**config.mk**
```make
export PLATFORM = sky130hd
export DESIGN_NAME = axi_perf_wr_flat
export DESIGN_NICKNAME = d
export VERILOG_FILES = /design/src/rtl/axi_perf_wr_if.sv /design/src/rtl/axi_perf_wr.sv /design/src/flat_wrapper.sv
export SDC_FILE = /design/constraint.sdc
export NUM_CORES = 1
export LEC_CHECK = 0
export CORE_UTILIZATION = 36
export CTS_BUF_LIST = sky130_fd_sc_hd__clkbuf_8 sky130_fd_sc_hd__clkbuf_16
export CTS_CLUSTER_SIZE = 25
export DETAILED_ROUTE_END_ITERATION = 10
export GPL_TIMING_DRIVEN = 1
export PLACE_DENSITY = 0.55
export SYNTH_ARGS = -nofsm -noshare
export SYNTH_HDL_FRONTEND = slang
export SYNTH_SLANG_ARGS = --single-unit
```
**constraint.sdc**
```tcl
create_clock -name clk -period 8.3 [get_ports clk]
set_input_delay 2.075 -clock clk [delete_from_list [all_inputs] [get_ports clk]]
set_output_delay 2.075 -clock clk [all_outputs]
set_load 0.05 [all_outputs]
```
**src/rtl/axi_perf_wr_if.sv**
```systemverilog
// AXI4 write-only channel bundle (AW, W, B) between the axi_perf write
// generator (master) and the memory side (slave).
interface axi_perf_wr_if #(
   parameter int ADDR_W = 20,
   parameter int DATA_W = 16,
   parameter int ID_W   = 4
);
   logic              awvalid;
   logic              awready;
   logic [ADDR_W-1:0] awaddr;
   logic [ID_W-1:0]   awid;
   logic [7:0]        awlen;
   logic [2:0]        awsize;
   logic [1:0]        awburst;
   logic              wvalid;
   logic              wready;
   logic [DATA_W-1:0] wdata;
   logic [DATA_W/8-1:0] wstrb;
   logic              wlast;
   logic              bvalid;
   logic              bready;
   logic [ID_W-1:0]   bid;
   logic [1:0]        bresp;

   modport master (
      output awvalid, awaddr, awid, awlen, awsize, awburst,
      output wvalid, wdata, wstrb, wlast,
      output bready,
      input  awready, wready, bvalid, bid, bresp
   );

   modport slave (
      input  awvalid, awaddr, awid, awlen, awsize, awburst,
      input  wvalid, wdata, wstrb, wlast,
      input  bready,
      output awready, wready, bvalid, bid, bresp
   );
endinterface

```
**src/rtl/axi_perf_wr.sv**
```systemverilog
// AXI4 write-burst traffic generator: on start, issues burst_num INCR bursts
// with independent AW and W streams, and counts run cycles and BRESP errors.
module axi_perf_wr #(
   parameter int AXI_ADDR_WIDTH = 20,
   parameter int AXI_DATA_WIDTH = 16,
   parameter int AXI_ID_WIDTH   = 4
) (
   input  logic                      clk,
   input  logic                      rst_n,
   input  logic                      start,
   input  logic [AXI_ADDR_WIDTH-1:0] base_addr,
   input  logic [7:0]                burst_beats,
   input  logic [AXI_ADDR_WIDTH-1:0] burst_stride,
   input  logic [2:0]                burst_awsize,
   input  logic [15:0]               burst_num,
   output logic                      busy,
   output logic                      done,
   output logic [31:0]               cycles,
   output logic [15:0]               resp_errs,
   axi_perf_wr_if.master             m_axi
);
   localparam int AW = AXI_ADDR_WIDTH;
   localparam int DW = AXI_DATA_WIDTH;

   typedef enum logic [1:0] {S_IDLE, S_RUN, S_DONE} state_t;

   state_t        state;
   logic [7:0]    cfg_beats;
   logic [AW-1:0] cfg_stride;
   logic [15:0]   cfg_num;
   logic [AW-1:0] aw_addr;
   logic [7:0]    aw_len;
   logic [2:0]    aw_size;
   logic          aw_valid;
   logic [15:0]   aw_cnt;
   logic          w_valid;
   logic          w_last;
   logic [7:0]    w_beat;
   logic [15:0]   w_burst;
   logic [31:0]   beat_ctr;
   logic          b_ready;
   logic [15:0]   b_cnt;
   logic          aw_fire;
   logic          w_fire;
   logic          b_fire;
   logic          unused_bits;

   assign aw_fire = aw_valid & m_axi.awready;
   assign w_fire  = w_valid & m_axi.wready;
   assign b_fire  = b_ready & m_axi.bvalid;

   assign m_axi.awvalid = aw_valid;
   assign m_axi.awaddr  = aw_addr;
   assign m_axi.awid    = '0;
   assign m_axi.awlen   = aw_len;
   assign m_axi.awsize  = aw_size;
   assign m_axi.awburst = 2'b01;
   assign m_axi.wvalid  = w_valid;
   assign m_axi.wdata   = beat_ctr[DW-1:0];
   assign m_axi.wstrb   = '1;
   assign m_axi.wlast   = w_last;
   assign m_axi.bready  = b_ready;

   // The slave is trusted, so BID is never checked; beat_ctr is wider than wdata.
   assign unused_bits = ^{m_axi.bid, beat_ctr};

   // NOTE: every register here is a flop with async reset; all updates use <=
   // so each branch sees the values from before the edge.
   always_ff @(posedge clk or negedge rst_n) begin
      if (!rst_n) begin
         state      <= S_IDLE;
         busy       <= 1'b0;
         done       <= 1'b0;
         cycles     <= '0;
         resp_errs  <= '0;
         cfg_beats  <= '0;
         cfg_stride <= '0;
         cfg_num    <= '0;
         aw_addr    <= '0;
         aw_len     <= '0;
         aw_size    <= '0;
         aw_valid   <= 1'b0;
         aw_cnt     <= '0;
         w_valid    <= 1'b0;
         w_last     <= 1'b0;
         w_beat     <= '0;
         w_burst    <= '0;
         beat_ctr   <= '0;
         b_ready    <= 1'b0;
         b_cnt      <= '0;
      end else begin
         done <= 1'b0;
         case (state)
            S_IDLE: begin
               if (start) begin
                  cfg_beats  <= burst_beats;
                  cfg_stride <= burst_stride;
                  cfg_num    <= burst_num;
                  aw_addr    <= base_addr;
                  aw_len     <= burst_beats - 8'd1;
                  aw_size    <= burst_awsize;
                  aw_cnt     <= '0;
                  w_beat     <= '0;
                  w_burst    <= '0;
                  w_last     <= (burst_beats == 8'd1);
                  beat_ctr   <= '0;
                  b_cnt      <= '0;
                  resp_errs  <= '0;
                  if (burst_num == 16'd0 || burst_beats == 8'd0) begin
                     // An empty run still reports one cycle of activity.
                     state  <= S_DONE;
                     done   <= 1'b1;
                     cycles <= 32'd1;
                  end else begin
                     state    <= S_RUN;
                     busy     <= 1'b1;
                     b_ready  <= 1'b1;
                     aw_valid <= 1'b1;
                     w_valid  <= 1'b1;
                     cycles   <= '0;
                  end
               end
            end

            S_RUN: begin
               if (cycles != 32'hFFFF_FFFF) cycles <= cycles + 32'd1;

               if (aw_fire) begin
                  aw_cnt  <= aw_cnt + 16'd1;
                  aw_addr <= aw_addr + cfg_stride;
                  if (aw_cnt == cfg_num - 16'd1) aw_valid <= 1'b0;
               end

               if (w_fire) begin
                  beat_ctr <= beat_ctr + 32'd1;
                  if (w_last) begin
                     w_beat  <= '0;
                     w_last  <= (cfg_beats == 8'd1);
                     w_burst <= w_burst + 16'd1;
                     if (w_burst == cfg_num - 16'd1) w_valid <= 1'b0;
                  end else begin
                     w_beat <= w_beat + 8'd1;
                     w_last <= (w_beat + 8'd2 == cfg_beats);
                  end
               end

               if (b_fire) begin
                  b_cnt <= b_cnt + 16'd1;
                  if (m_axi.bresp != 2'b00 && resp_errs != 16'hFFFF)
                     resp_errs <= resp_errs + 16'd1;
                  // Final response ends the run even if the slave answered early.
                  if (b_cnt == cfg_num - 16'd1) begin
                     state    <= S_DONE;
                     busy     <= 1'b0;
                     b_ready  <= 1'b0;
                     aw_valid <= 1'b0;
                     w_valid  <= 1'b0;
                     done     <= 1'b1;
                  end
               end
            end

            S_DONE: state <= S_IDLE;

            default: state <= S_IDLE;
         endcase
      end
   end
endmodule

```
**src/flat_wrapper.sv**
```systemverilog
// flat-port wrapper written by rule: the top's interface ports become plain ports
module axi_perf_wr_flat 
#(
   parameter int AXI_ADDR_WIDTH = 20,
   parameter int AXI_DATA_WIDTH = 16,
   parameter int AXI_ID_WIDTH   = 4
)
  (clk, rst_n, start, base_addr, burst_beats, burst_stride, burst_awsize, burst_num, busy, done, cycles, resp_errs, m_axi_awvalid, m_axi_awaddr, m_axi_awid, m_axi_awlen, m_axi_awsize, m_axi_awburst, m_axi_wvalid, m_axi_wdata, m_axi_wstrb, m_axi_wlast, m_axi_bready, m_axi_awready, m_axi_wready, m_axi_bvalid, m_axi_bid, m_axi_bresp);
  axi_perf_wr_if m_axi_i ();
  input  logic clk;
  input  logic rst_n;
  input  logic start;
  input  logic [AXI_ADDR_WIDTH-1:0] base_addr;
  input  logic [7:0] burst_beats;
  input  logic [AXI_ADDR_WIDTH-1:0] burst_stride;
  input  logic [2:0] burst_awsize;
  input  logic [15:0] burst_num;
  output logic busy;
  output logic done;
  output logic [31:0] cycles;
  output logic [15:0] resp_errs;
  output wire logic [$bits(m_axi_i.awvalid)-1:0] m_axi_awvalid;
  output wire logic [$bits(m_axi_i.awaddr)-1:0] m_axi_awaddr;
  output wire logic [$bits(m_axi_i.awid)-1:0] m_axi_awid;
  output wire logic [$bits(m_axi_i.awlen)-1:0] m_axi_awlen;
  output wire logic [$bits(m_axi_i.awsize)-1:0] m_axi_awsize;
  output wire logic [$bits(m_axi_i.awburst)-1:0] m_axi_awburst;
  output wire logic [$bits(m_axi_i.wvalid)-1:0] m_axi_wvalid;
  output wire logic [$bits(m_axi_i.wdata)-1:0] m_axi_wdata;
  output wire logic [$bits(m_axi_i.wstrb)-1:0] m_axi_wstrb;
  output wire logic [$bits(m_axi_i.wlast)-1:0] m_axi_wlast;
  output wire logic [$bits(m_axi_i.bready)-1:0] m_axi_bready;
  input wire logic [$bits(m_axi_i.awready)-1:0] m_axi_awready;
  input wire logic [$bits(m_axi_i.wready)-1:0] m_axi_wready;
  input wire logic [$bits(m_axi_i.bvalid)-1:0] m_axi_bvalid;
  input wire logic [$bits(m_axi_i.bid)-1:0] m_axi_bid;
  input wire logic [$bits(m_axi_i.bresp)-1:0] m_axi_bresp;
  assign m_axi_awvalid = m_axi_i.awvalid;
  assign m_axi_awaddr = m_axi_i.awaddr;
  assign m_axi_awid = m_axi_i.awid;
  assign m_axi_awlen = m_axi_i.awlen;
  assign m_axi_awsize = m_axi_i.awsize;
  assign m_axi_awburst = m_axi_i.awburst;
  assign m_axi_wvalid = m_axi_i.wvalid;
  assign m_axi_wdata = m_axi_i.wdata;
  assign m_axi_wstrb = m_axi_i.wstrb;
  assign m_axi_wlast = m_axi_i.wlast;
  assign m_axi_bready = m_axi_i.bready;
  assign m_axi_i.awready = m_axi_awready;
  assign m_axi_i.wready = m_axi_wready;
  assign m_axi_i.bvalid = m_axi_bvalid;
  assign m_axi_i.bid = m_axi_bid;
  assign m_axi_i.bresp = m_axi_bresp;
  axi_perf_wr #(.AXI_ADDR_WIDTH(AXI_ADDR_WIDTH), .AXI_DATA_WIDTH(AXI_DATA_WIDTH), .AXI_ID_WIDTH(AXI_ID_WIDTH)) u_core (.clk(clk), .rst_n(rst_n), .start(start), .base_addr(base_addr), .burst_beats(burst_beats), .burst_stride(burst_stride), .burst_awsize(burst_awsize), .burst_num(burst_num), .busy(busy), .done(done), .cycles(cycles), .resp_errs(resp_errs), .m_axi(m_axi_i));
endmodule
```
-- Word level (Yosys, flattened, before mapping)
Index checks and enable logic that the tools add are counted.
- bits in registers: 218
- input port bits: 79
- output and inout port bits: 109
- word-level logic and storage cells: 123
- add/subtract/negate cells: 11
- equal/unequal tests: 18
- mux-type cells: 55
- bitwise gates (word level): 3
- reduce and logical (&&, ||, !) cells: 17
- operators with widths (kind ; count):
    32-bit 2-to-1 mux ; 4
    16-bit case mux with 2 select lines ; 4
    32-bit case mux with 2 select lines ; 2
    16-bit 2-to-1 mux ; 7
    16-bit by 1-bit adder with 16-bit output, second input constant ; 4
    32-bit by 1-bit adder with 32-bit output, second input constant ; 2
    16-bit == test ; 3
    20-bit 2-to-1 mux ; 2
    20-bit case mux with 2 select lines ; 1
    32-bit != test, second input constant ; 1
    8-bit 2-to-1 mux ; 3
    1-bit 2-to-1 mux ; 21
    20-bit adder ; 1
    3-bit AND reduction ; 6
    8-bit by 1-bit == test with 1-bit output, second input constant ; 2
    16-bit zero test ; 1
    16-bit != test, second input constant ; 1
    8-bit case mux with 2 select lines ; 1
    16-bit by 1-bit subtractor with 16-bit output, second input constant ; 1
    2-bit by 1-bit != test with 1-bit output, second input constant ; 7
    1-bit case mux with 2 select lines ; 5
    8-bit by 1-bit adder with 8-bit output, second input constant ; 1
    8-bit by 2-bit adder with 8-bit output, second input constant ; 1
    8-bit == test ; 1
    other kinds (14) ; 22

-- Longest topological paths before layout
Gate-level depths: netlist of the first run.
- depth in word-level cells: 8
- gate-level depth with buffers: 11
- gate-level depth less buffers: 10

-- Worst setup path after synthesis of the first run
OpenSTA, ideal clock, no wires.
- path kind: input-to-reg
- start point: in start
- end point: reg u_core.aw_cnt[15]
- setup time: 0.132 ns
- data arrival time: 3.627 ns
- required time: 8.168 ns
- path slack: 4.541 ns
- stages: 8
- path through: nand2b_1 > clkbuf_1 > a2111oi_0 > nand2_1 > nor2_1 > nand4_1 > xor2_1 > nor2_1
- cells in the longest elaborated chain, start to end: 2
- RTL lines (item ; RTL line ; RTL):
    start: declaration ; flat_wrapper.sv:12 ; input logic start;
    2-bit != test (no source line) ; n/a ;
    3-bit AND reduction (no source line) ; n/a ;
    end signal: assignment ; axi_perf_wr.sv:129 ; aw_cnt <= aw_cnt + 16'd1;
    end: declaration ; axi_perf_wr.sv:35 ; logic [15:0] aw_cnt;
Every way passes these cells.
A chain may end at the register's enable or synchronous reset.

-- Final worst setup path of the first run
- start point: in start
- end point: reg u_core.resp_errs[13]
- cells in the longest elaborated chain, start to end: 2
- RTL lines (item ; RTL line ; RTL):
    2-bit != test (no source line) ; n/a ;
    4-bit AND reduction (no source line) ; n/a ;
    end signal: assignment ; axi_perf_wr.sv:150 ; resp_errs <= resp_errs + 16'd1;
    end: declaration ; axi_perf_wr.sv:19 ; output logic [15:0] resp_errs,
Every way passes these cells.

==> results_dict.tcl, run 1 <==
set metrics [dict create \
    drt-wirelength-per-cell_um 16.2 \
    ys.flop_type "dfrtp_1" \
    maxSlewHeadroom 0.315 \
    rows 65 \
    status "finished, final reports clean" \
    criticalPathCategory "primary input to register" \
    die_x_um 181 \
    dr_wl_met3_um 1470 \
    drc 0 \
    min_period_ns 4.69 \
    area_delta_synth_final_pct 25.4 \
    initial_core_util 0.366 \
    cts_buffers 25 \
    antenna_found_initial 0 \
    drv_cap 0 \
    crit_path_max_fanout 44 \
    wirelength_um 30300 \
    fin_util 0.459 \
    cp.required_ns 8.75 \
    fillers 3062 \
    critPathBufInv 2 \
    grt_pass1_wl_um 49700 \
    hp-class "register to register" \
    rsz0062_at_grt "false" \
    synth-edff-count 0 \
    worstPathArrival_ns 5.14 \
    path_clk_slew_ns 0.06 \
    whs_ns 0.475 \
    antenna_cells 0 \
    path_cells "clkdlybuf4s50_1, nand2b_1, nor2_4, buf_4, o21ai_0, or3_1, a21oi_1" \
    max_stage_delay_ns 0.86 \
    vias 9636 \
    overflow 0 \
    p_leak_nw 6.26 \
    clk_latency_ns 0.53 \
    cts.htree.levels 1 \
    hold_viol 0 \
    yosysUniqueCellTypes 74 \
    fmax_mhz 213 \
    layout_setup_ws_ns 3.61 \
    dpl.hpwl_um 21400 \
    setup_viol 0 \
    drive_above_1_share 0.0512 \
    setup-tns-final_ns 0 \
    met2_length_um 13900 \
    coreArea_sq_um 31600 \
    cts_setup_buffers 0 \
    synth_area_leader_cell "dfrtp_1" \
    synthCells 1293 \
    skew_ns 0.0112 \
    io_buffers 175 \
    grt_util_all_layers 0.186 \
    worstSetupEndpointType "register" \
    netlist_top_cells_area "dfrtp_1 (44%), xor2_1 (7.6%), nand2_1 (7.2%)" \
    cts_tree "yes" \
    dpl_worst_slack_ns 3.00 \
    root_buffer "clkbuf_16" \
    seq_area_frac_synth 0.438 \
    p_per_area_nw_per_um2 325 \
    top_layer "met4" \
    slew_viol_final 0 \
    async_flop_share 1.00 \
    pin_count 188 \
    grt_max_degree 80 \
    yosys.area.top_type_share 0.438 \
    critical_path.top_delay_family "simple AND/OR/NAND/NOR gates" \
    period_share 0.565 \
    drt-met1-wl_um 14200 \
    ant_nets 0 \
    cts_resized 0 \
    dieArea_sq_um 32800 \
    cts_hold_buf 0 \
    synth_seq_cells 202 \
    layout.nets 1557 \
    yosys_warnings 0 \
    drtPass1Iterations 5 \
    routed_via_density 5.16 \
    final_cell_mix "nand2_1 (222), dfrtp_1 (202), clkdlybuf4s50_1 (174)" \
    cts_sinks 202 \
    worstMarginPinSlew_ns 1.03 \
    syn_area_sq_um 11500 \
    final_common_cell "nand2_1" \
    slowest_stage "nor2_4" \
    final_cells 1868 \
    clockBufferDepth 3 \
    irDropWorstVdd_mv 0.191 \
    dieHeight_um 181 \
    gp_congestion 0.865 \
    critical_path.startpoint_type "primary input" \
    placed_cells 1822 \
    avgSynthCellArea_sq_um 8.92 \
    grt_pass1_vias 9274 \
    drt_iter0_markers 518 \
]
## per-stage QoR
step                      cell area (sq um)  total power [mW]
after floorplan                       11600              2.98
after global placement                13600              3.56
after detailed placement              13600              3.58
after CTS                             14500              4.74
after global routing                  14500              5.02
final                                 14500              4.70
## routing by layer
layer,up-vias,track usage
li1,4762,-
met1,4624,0.253
met2,205,0.302
met3,45,0.0353
met4,0,0.0498
met5,-,0
## worst register-to-register path: cells and delay by family, from the launching register on
kind,cells,cell delay [ns]
buffers and inverters,1,0.14
and+or+nand+nor,3,1.47
AOI/OAI and AO/OA,3,0.70
DFF,1,0.53
adders and majority gates,1,0.30
xor gates and xnor gates,1,0.27
## cell usage after synthesis, drive strengths merged (4+ instances only)
master	n
nand2	222
buf	24
o211ai	11
o31ai	8
xor2	100
nor4	22
nor3	26
or4	4
and2	9
inv	23
o21ai	56
nand3	48
nand3b	5
a21o	7
and3	21
nor2	151
ha	30
mux2	4
xnor3	4
a31oi	8
clkbuf	39
nand4	41
nor2b	6
and4	10
dfrtp	202
a22o	4
o21a	9
or3	18
nand2b	5
a21oi	55
xnor2	67
## flip-flops by register name, summed over array words and instances (netlist names)
signal and cells:
u_core.b_cnt 16, u_core.state 2, u_core.done 1, u_core.m_axi.awlen 8, u_core.m_axi.awaddr 20, u_core.m_axi.bready 1
u_core.m_axi.wlast 1, u_core.resp_errs 16, u_core.w_beat 8, u_core.cfg_stride 20, u_core.m_axi.wvalid 1, u_core.aw_cnt 16
u_core.cfg_beats 8, u_core.beat_ctr 16, u_core.m_axi.awsize 3, u_core.w_burst 16, u_core.m_axi.awvalid 1, u_core.cycles 32
u_core.cfg_num 16
## logic make-up after synthesis
group,Yosys count,share of synthesized area
compound gates,192,0.105
xor+xnor,171,0.135
fa+ha+maj,31,0.0343
buf+inv,86,0.0333
flops,202,0.438
mux,6,0.00564
other cells,2,0.000651
simple gates,603,0.248
## layout make-up
| class | count | area, sq um | share of cell area |
|---|---|---|---|
| multi-input cells | 1011 | 6130 | 0.424 |
| inverters | 23 | 86.3 | 0.00597 |
| flip-flops and latches | 202 | 5050 | 0.349 |
| clock buffers | 32 | 722 | 0.0499 |
| well taps | 402 | 503 | 0.0348 |
| clock inverters | 14 | 148 | 0.0102 |
| repair buffers | 184 | 1820 | 0.126 |
## where the power goes
group	internal, mW	leakage (nW)	switching (mW)
sequential	1.23	2.59	0.317
clock	0.703	0.444	0.427
combinational	0.821	3.23	1.21
total	2.75	6.26	1.95
## path summary, 6_finish.rpt
path | start | end | slack [ns] | cells past startpoint
max in group asynchronous | rst_n | u_core.b_cnt[5] | 5.37 | 2
max reg2reg | u_core.cfg_num[0] | u_core.m_axi.awvalid | 4.79 | 9
min | u_core.m_axi.awsize[1] | u_core.m_axi.awsize[1] | 0.48 | 2
min in group asynchronous | rst_n | u_core.cfg_num[9] | 1.52 | 1
max | start | u_core.resp_errs[13] | 3.61 | 7
min reg2reg | u_core.m_axi.awsize[1] | u_core.m_axi.awsize[1] | 0.48 | 2
Note: power is estimated with default switching activity, not from simulation.
==> run 2, diff against run 1 <==
Settings changed: PLACE_DENSITY 0.55 to 0.57.
Clock period 8.3 ns to 3.81 ns, I/O delays scaled along.
==> run 2 against run 1 <==
  * Critical path depth up 2
  * Clock skew up 0.0042 ns
  * Combinational power up 120%
  * Largest cell class unchanged
  * Setup slack worse by 3.1 ns
  * Count of clock-buffer cells in the layout up 1
  * Via count up 1.4%
  * Clock power up 120%
  * Die area unchanged
  * Non-clock buffer count up 10
  * Wire length up 1.6%
  * First-iteration DRC count down 1.2%
==> results_dict.tcl, run 2 (synthesis gave the netlist of run 1 again) <==
set metrics [dict create \
    status "finished, final reports clean" \
    fillers 3093 \
    hold_viol 0 \
    drtPass1Iterations 4 \
    power.internal_mw 6.03 \
    irDropWorstVdd_mv 0.416 \
    path_clk_slew_ns 0.06 \
    setup-tns-final_ns 0 \
    clockBufferDepth 3 \
    drt-wirelength-per-cell_um 16.4 \
    cts_resized 0 \
    seq_area_sq_um 5050 \
    slew_viol_final 0 \
    combPwrFrac 0.435 \
    grt_util_all_layers 0.193 \
    antenna_found_initial 2 \
    gp_congestion 0.857 \
    die_x_um 181 \
    grt_pass1_vias 9641 \
    design_area_sq_um 14600 \
    layout_setup_ws_ns 0.469 \
    vias 9768 \
    p_seq_frac 0.324 \
    grt_max_degree 128 \
    crit_path_max_fanout 7 \
    place_area_sq_um 13700 \
    p_leak_nw 6.32 \
    setup_viol 0 \
    dieArea_sq_um 32800 \
    pin_count 188 \
    wirelength_um 30800 \
    top_register "u_core.cycles" \
    fmax_mhz 299 \
    p_switching_mw 4.23 \
    clk_latency_ns 0.53 \
    drt_iter0_markers 512 \
    final_cell_mix "nand2_1 (222), dfrtp_1 (202), clkdlybuf4s50_1 (174)" \
    routed_via_density 5.20 \
    drv_cap 0 \
    min_period_ns 3.34 \
    p_per_area_nw_per_um2 704 \
    coreArea_sq_um 31600 \
    cts.htree.levels 1 \
    area_delta_synth_final_pct 26.5 \
    root_buffer "clkbuf_16" \
    dieHeight_um 181 \
    cts_sinks 202 \
    period_share 0.877 \
    clock_power_share 0.241 \
    final_common_cell "nand2_1" \
    drive_above_1_share 0.0590 \
    skew_ns 0.0153 \
    swShare 0.412 \
    drc 0 \
    initial_core_util 0.366 \
    dpl.hpwl_um 21800 \
    cts_setup_buffers 0 \
    criticalPathCategory "register to register" \
    critical_path.startpoint_type "register" \
    multi_input_area_sq_um 6130 \
    antenna_cells 0 \
    overflow 0 \
    worstPathArrival_ns 3.75 \
    worstMarginPinSlew_ns 0.988 \
    cp.required_ns 4.22 \
    rsz0062_at_grt "false" \
    cts_buffers 25 \
    dpl_worst_slack_ns 0.523 \
    cts_tree "yes" \
    grt_pass1_wl_um 51500 \
    worstSetupEndpointType "register" \
    hp-class "register to register" \
    cts_hold_buf 0 \
    layout.nets 1567 \
    ant_nets 0 \
    io_buffers 175 \
    rows 65 \
    largest_reg_flops 32 \
    maxSlewHeadroom 0.337 \
]
run 2: changes by cell type in the layout (fill, tap and decap cells not counted):
cell and delta:
buf_4 +7, buf_12 +3, inv_1 -3, clkinv_2 +2, clkbuf_8 +1, clkinvlp_4 -1
run 2: critical path, stage by stage (launching register included):
cell and delay (ns):
dfrtp_1 0.41, inv_1 0.08, ha_1 0.28, nor4b_1 0.60, nand3_1 0.31, xor2_1 0.27
a221o_1 0.32, a211o_1 0.23, or4_1 0.58, o211a_1 0.16
run 2: power by group through the flow:
| stage | combinational, mW | sequential [mW] | clock (mW) |
|---|---|---|---|
| final | 4.46 | 3.33 | 2.48 |
| after global routing | 4.92 | 3.42 | 2.63 |
| after CTS | 4.48 | 3.33 | 2.54 |
| after detailed placement | 4.45 | 3.36 | 0 |
| after global placement | 4.40 | 3.35 | 0 |
| after floorplan | 2.57 | 3.92 | 0 |
run 2: worst paths after layout:
check / slack [ns] / depth (start not counted) / start / endpoint
max: 0.47 / 9 / u_core.cfg_num[1] / u_core.m_axi.awvalid
min: 0.48 / 2 / u_core.m_axi.awsize[2] / u_core.m_axi.awsize[2]
max reg2reg: 0.47 / 9 / u_core.cfg_num[1] / u_core.m_axi.awvalid
min reg2reg: 0.48 / 2 / u_core.m_axi.awsize[2] / u_core.m_axi.awsize[2]
max in group asynchronous: 2.47 / 2 / rst_n / u_core.w_burst[0]
min in group asynchronous: 0.49 / 1 / rst_n / u_core.aw_cnt[12]
run 2: metrics by stage:
step | hold slack, ns | total power [mW] | std cells | utilization
4_1_cts | 0.480 | 10.4 | 1877 | 0.462
3_5_place_dp | 0.467 | 7.81 | 1832 | 0.435
6_report | 0.477 | 10.3 | 1877 | 0.462
5_1_grt | 0.499 | 11.0 | 1877 | 0.462
2_1_floorplan | 0.450 | 6.50 | 1299 | -
3_3_place_gp | 0.460 | 7.75 | 1832 | 0.435
run 2: routing by layer:
layer,vias to the layer above,global-route usage,share of wire
met5,-,0,0.00029
met4,2,0.0458,0.022
met3,44,0.0409,0.058
met2,213,0.316,0.46
met1,4718,0.260,0.46
li1,4791,-,-
run 2: layout make-up:
| cell class | instances | share of cell area |
|---|---|---|
| clock inverter | 12 | 0.00952 |
| sequential | 202 | 0.346 |
| tap | 402 | 0.0345 |
| timing repair buffer | 194 | 0.133 |
| inverter | 23 | 0.00592 |
| multi-input combinational | 1011 | 0.420 |
| clock buffer | 33 | 0.0504 |
==> run 3, diff against run 2 <==
Settings changed: CTS_BUF_LIST sky130_fd_sc_hd__clkbuf_8 sky130_fd_sc_hd__clkbuf_16 to sky130_fd_sc_hd__clkbuf_8.
==> run 3 against run 2 <==
  * Fmax shrank 0.57%
  * Non-clock buffer count stayed put
  * Core utilization is 0.15 points lower
  * Die area is the same
  * Design area fell by 0.33%
  * Count of clock-buffer cells in the layout rose by 21
  * Final cell count increased by 1.2%
  * Flip-flop and latch count is the same
  * Via count rose by 0.63%
  * Sequential power about the same
  * Critical path type unchanged
  * Largest cell class unchanged
  * Largest power group unchanged
==> results_dict.tcl, run 3 (synthesis gave the netlist of run 1 again) <==
set metrics [dict create \
    top_register "u_core.cycles" \
    coreArea_sq_um 31600 \
    drc 0 \
    setup_viol 0 \
    worstSetupEndpointType "register" \
    clockBufferDepth 3 \
    multi_input_area_sq_um 6130 \
    rsz0062_at_grt "false" \
    grt_util_all_layers 0.195 \
    min_from "u_core.m_axi.awsize[2]" \
    drive_above_1_share 0.0688 \
    layout.nets 1582 \
    maxSlewHeadroom 0.337 \
    seq_area_sq_um 5050 \
    final_common_cell "nand2_1" \
    wirelength_um 31100 \
    regToRegSetupSlack_ns 0.45 \
    cts_setup_buffers 0 \
    routed_via_density 5.18 \
    p_per_area_nw_per_um2 692 \
    reg2reg_depth 9 \
    criticalPathCategory "register to register" \
    initial_core_util 0.366 \
    gp_congestion 0.857 \
    cp.required_ns 4.21 \
    antenna_cells 0 \
    die_x_um 181 \
    crit_path_max_fanout 7 \
    fmax_mhz 298 \
    fillers 3130 \
    hp-class "register to register" \
    worstPathArrival_ns 3.76 \
    clk_latency_ns 0.54 \
    irDropWorstVdd_mv 0.446 \
    dieArea_sq_um 32800 \
    cts.htree.levels 2 \
    area_delta_synth_final_pct 26.0 \
    status "finished, final reports clean" \
    whs_ns 0.475 \
    crit_end "u_core.m_axi.awvalid" \
    critical_path.startpoint_type "register" \
    slew_viol_final 0 \
    setup-tns-final_ns 0 \
    drt-wirelength-per-cell_um 16.4 \
    cts_resized 0 \
    io_buffers 175 \
    hold_viol 0 \
    path_clk_slew_ns 0.06 \
    pin_count 188 \
    cts_hold_buf 0 \
    final_cell_mix "nand2_1 (222), dfrtp_1 (202), clkdlybuf4s50_1 (174)" \
    rows 65 \
    period_share 0.882 \
    overflow 0 \
    dieHeight_um 181 \
    worstReg2RegEnd "u_core.m_axi.awvalid" \
    drt_iter0_markers 529 \
    worstMarginPinSlew_ns 0.987 \
    cts_buffers 40 \
    rr_startpoint "u_core.cfg_num[1]" \
    grt_pass1_wl_um 51900 \
    root_buffer "clkbuf_8" \
    dpl.hpwl_um 21800 \
    antenna_found_initial 2 \
    ant_nets 0 \
    cts_sinks 202 \
    grt_max_degree 128 \
    cts_tree "yes" \
    p_leak_nw 6.34 \
    vias 9830 \
    min_period_ns 3.36 \
    crit_path_start "u_core.cfg_num[1]" \
    largest_reg_flops 32 \
    drv_cap 0 \
    skew_ns 0.0310 \
    grt_pass1_vias 9828 \
    drtPass1Iterations 5 \
]
## run 3: area by class of cell
| class | instances | share of cell area |
|---|---|---|
| timing repair buffer | 194 | 0.133 |
| clock buffer | 54 | 0.0511 |
| tap | 402 | 0.0346 |
| inverter | 23 | 0.00594 |
| multi-input combinational | 1011 | 0.422 |
| sequential | 202 | 0.348 |
| clock inverter | 13 | 0.00576 |
## run 3: where the power goes
part           internal (mW)  leakage, nW  total [mW]  switching (mW)
registers               2.67         2.59        3.33           0.658
clock network           1.32        0.461        2.27           0.950
logic                   1.81         3.29        4.46            2.64
total                   5.81         6.34        10.1            4.25
## run 3: worst min-delay path by stage
stage,endpoint,slack [ns],depth (start not counted)
after floorplan,u_core.cfg_stride[0],0.45,2
after global placement,u_core.m_axi.awsize[0],0.46,2
after detailed placement,u_core.m_axi.awsize[2],0.47,2
after CTS,u_core.aw_cnt[13],0.48,1
after global routing,u_core.cfg_stride[5],0.50,2
final,u_core.m_axi.awsize[2],0.47,2
## run 3: metal layers
layer,part of all wire,GRT usage
met1,0.46,0.256
met2,0.46,0.319
met4,0.023,0.0569
met5,0.00029,0
met3,0.060,0.0460
## run 3: worst max-delay path, stage by stage (launching register included)
cell and delay, ns:
dfrtp_1 0.41, inv_1 0.08, ha_1 0.27, nor4b_1 0.63, nand3_1 0.30, xor2_1 0.27
a221o_1 0.32, a211o_1 0.23, or4_1 0.58, o211a_1 0.16
## run 3: stage by stage
stage | area, sq um | util | power (mW) | setup WS [ns] | std cells
floorplan | 11600 | - | 6.50 | 0.809 | 1299
global placement | 13700 | 0.435 | 7.75 | 0.542 | 1832
detailed placement | 13700 | 0.435 | 7.81 | 0.523 | 1832
CTS | 14500 | 0.461 | 10.2 | 0.515 | 1899
global route | 14500 | 0.461 | 10.8 | 0.358 | 1899
finish | 14500 | 0.461 | 10.1 | 0.450 | 1899
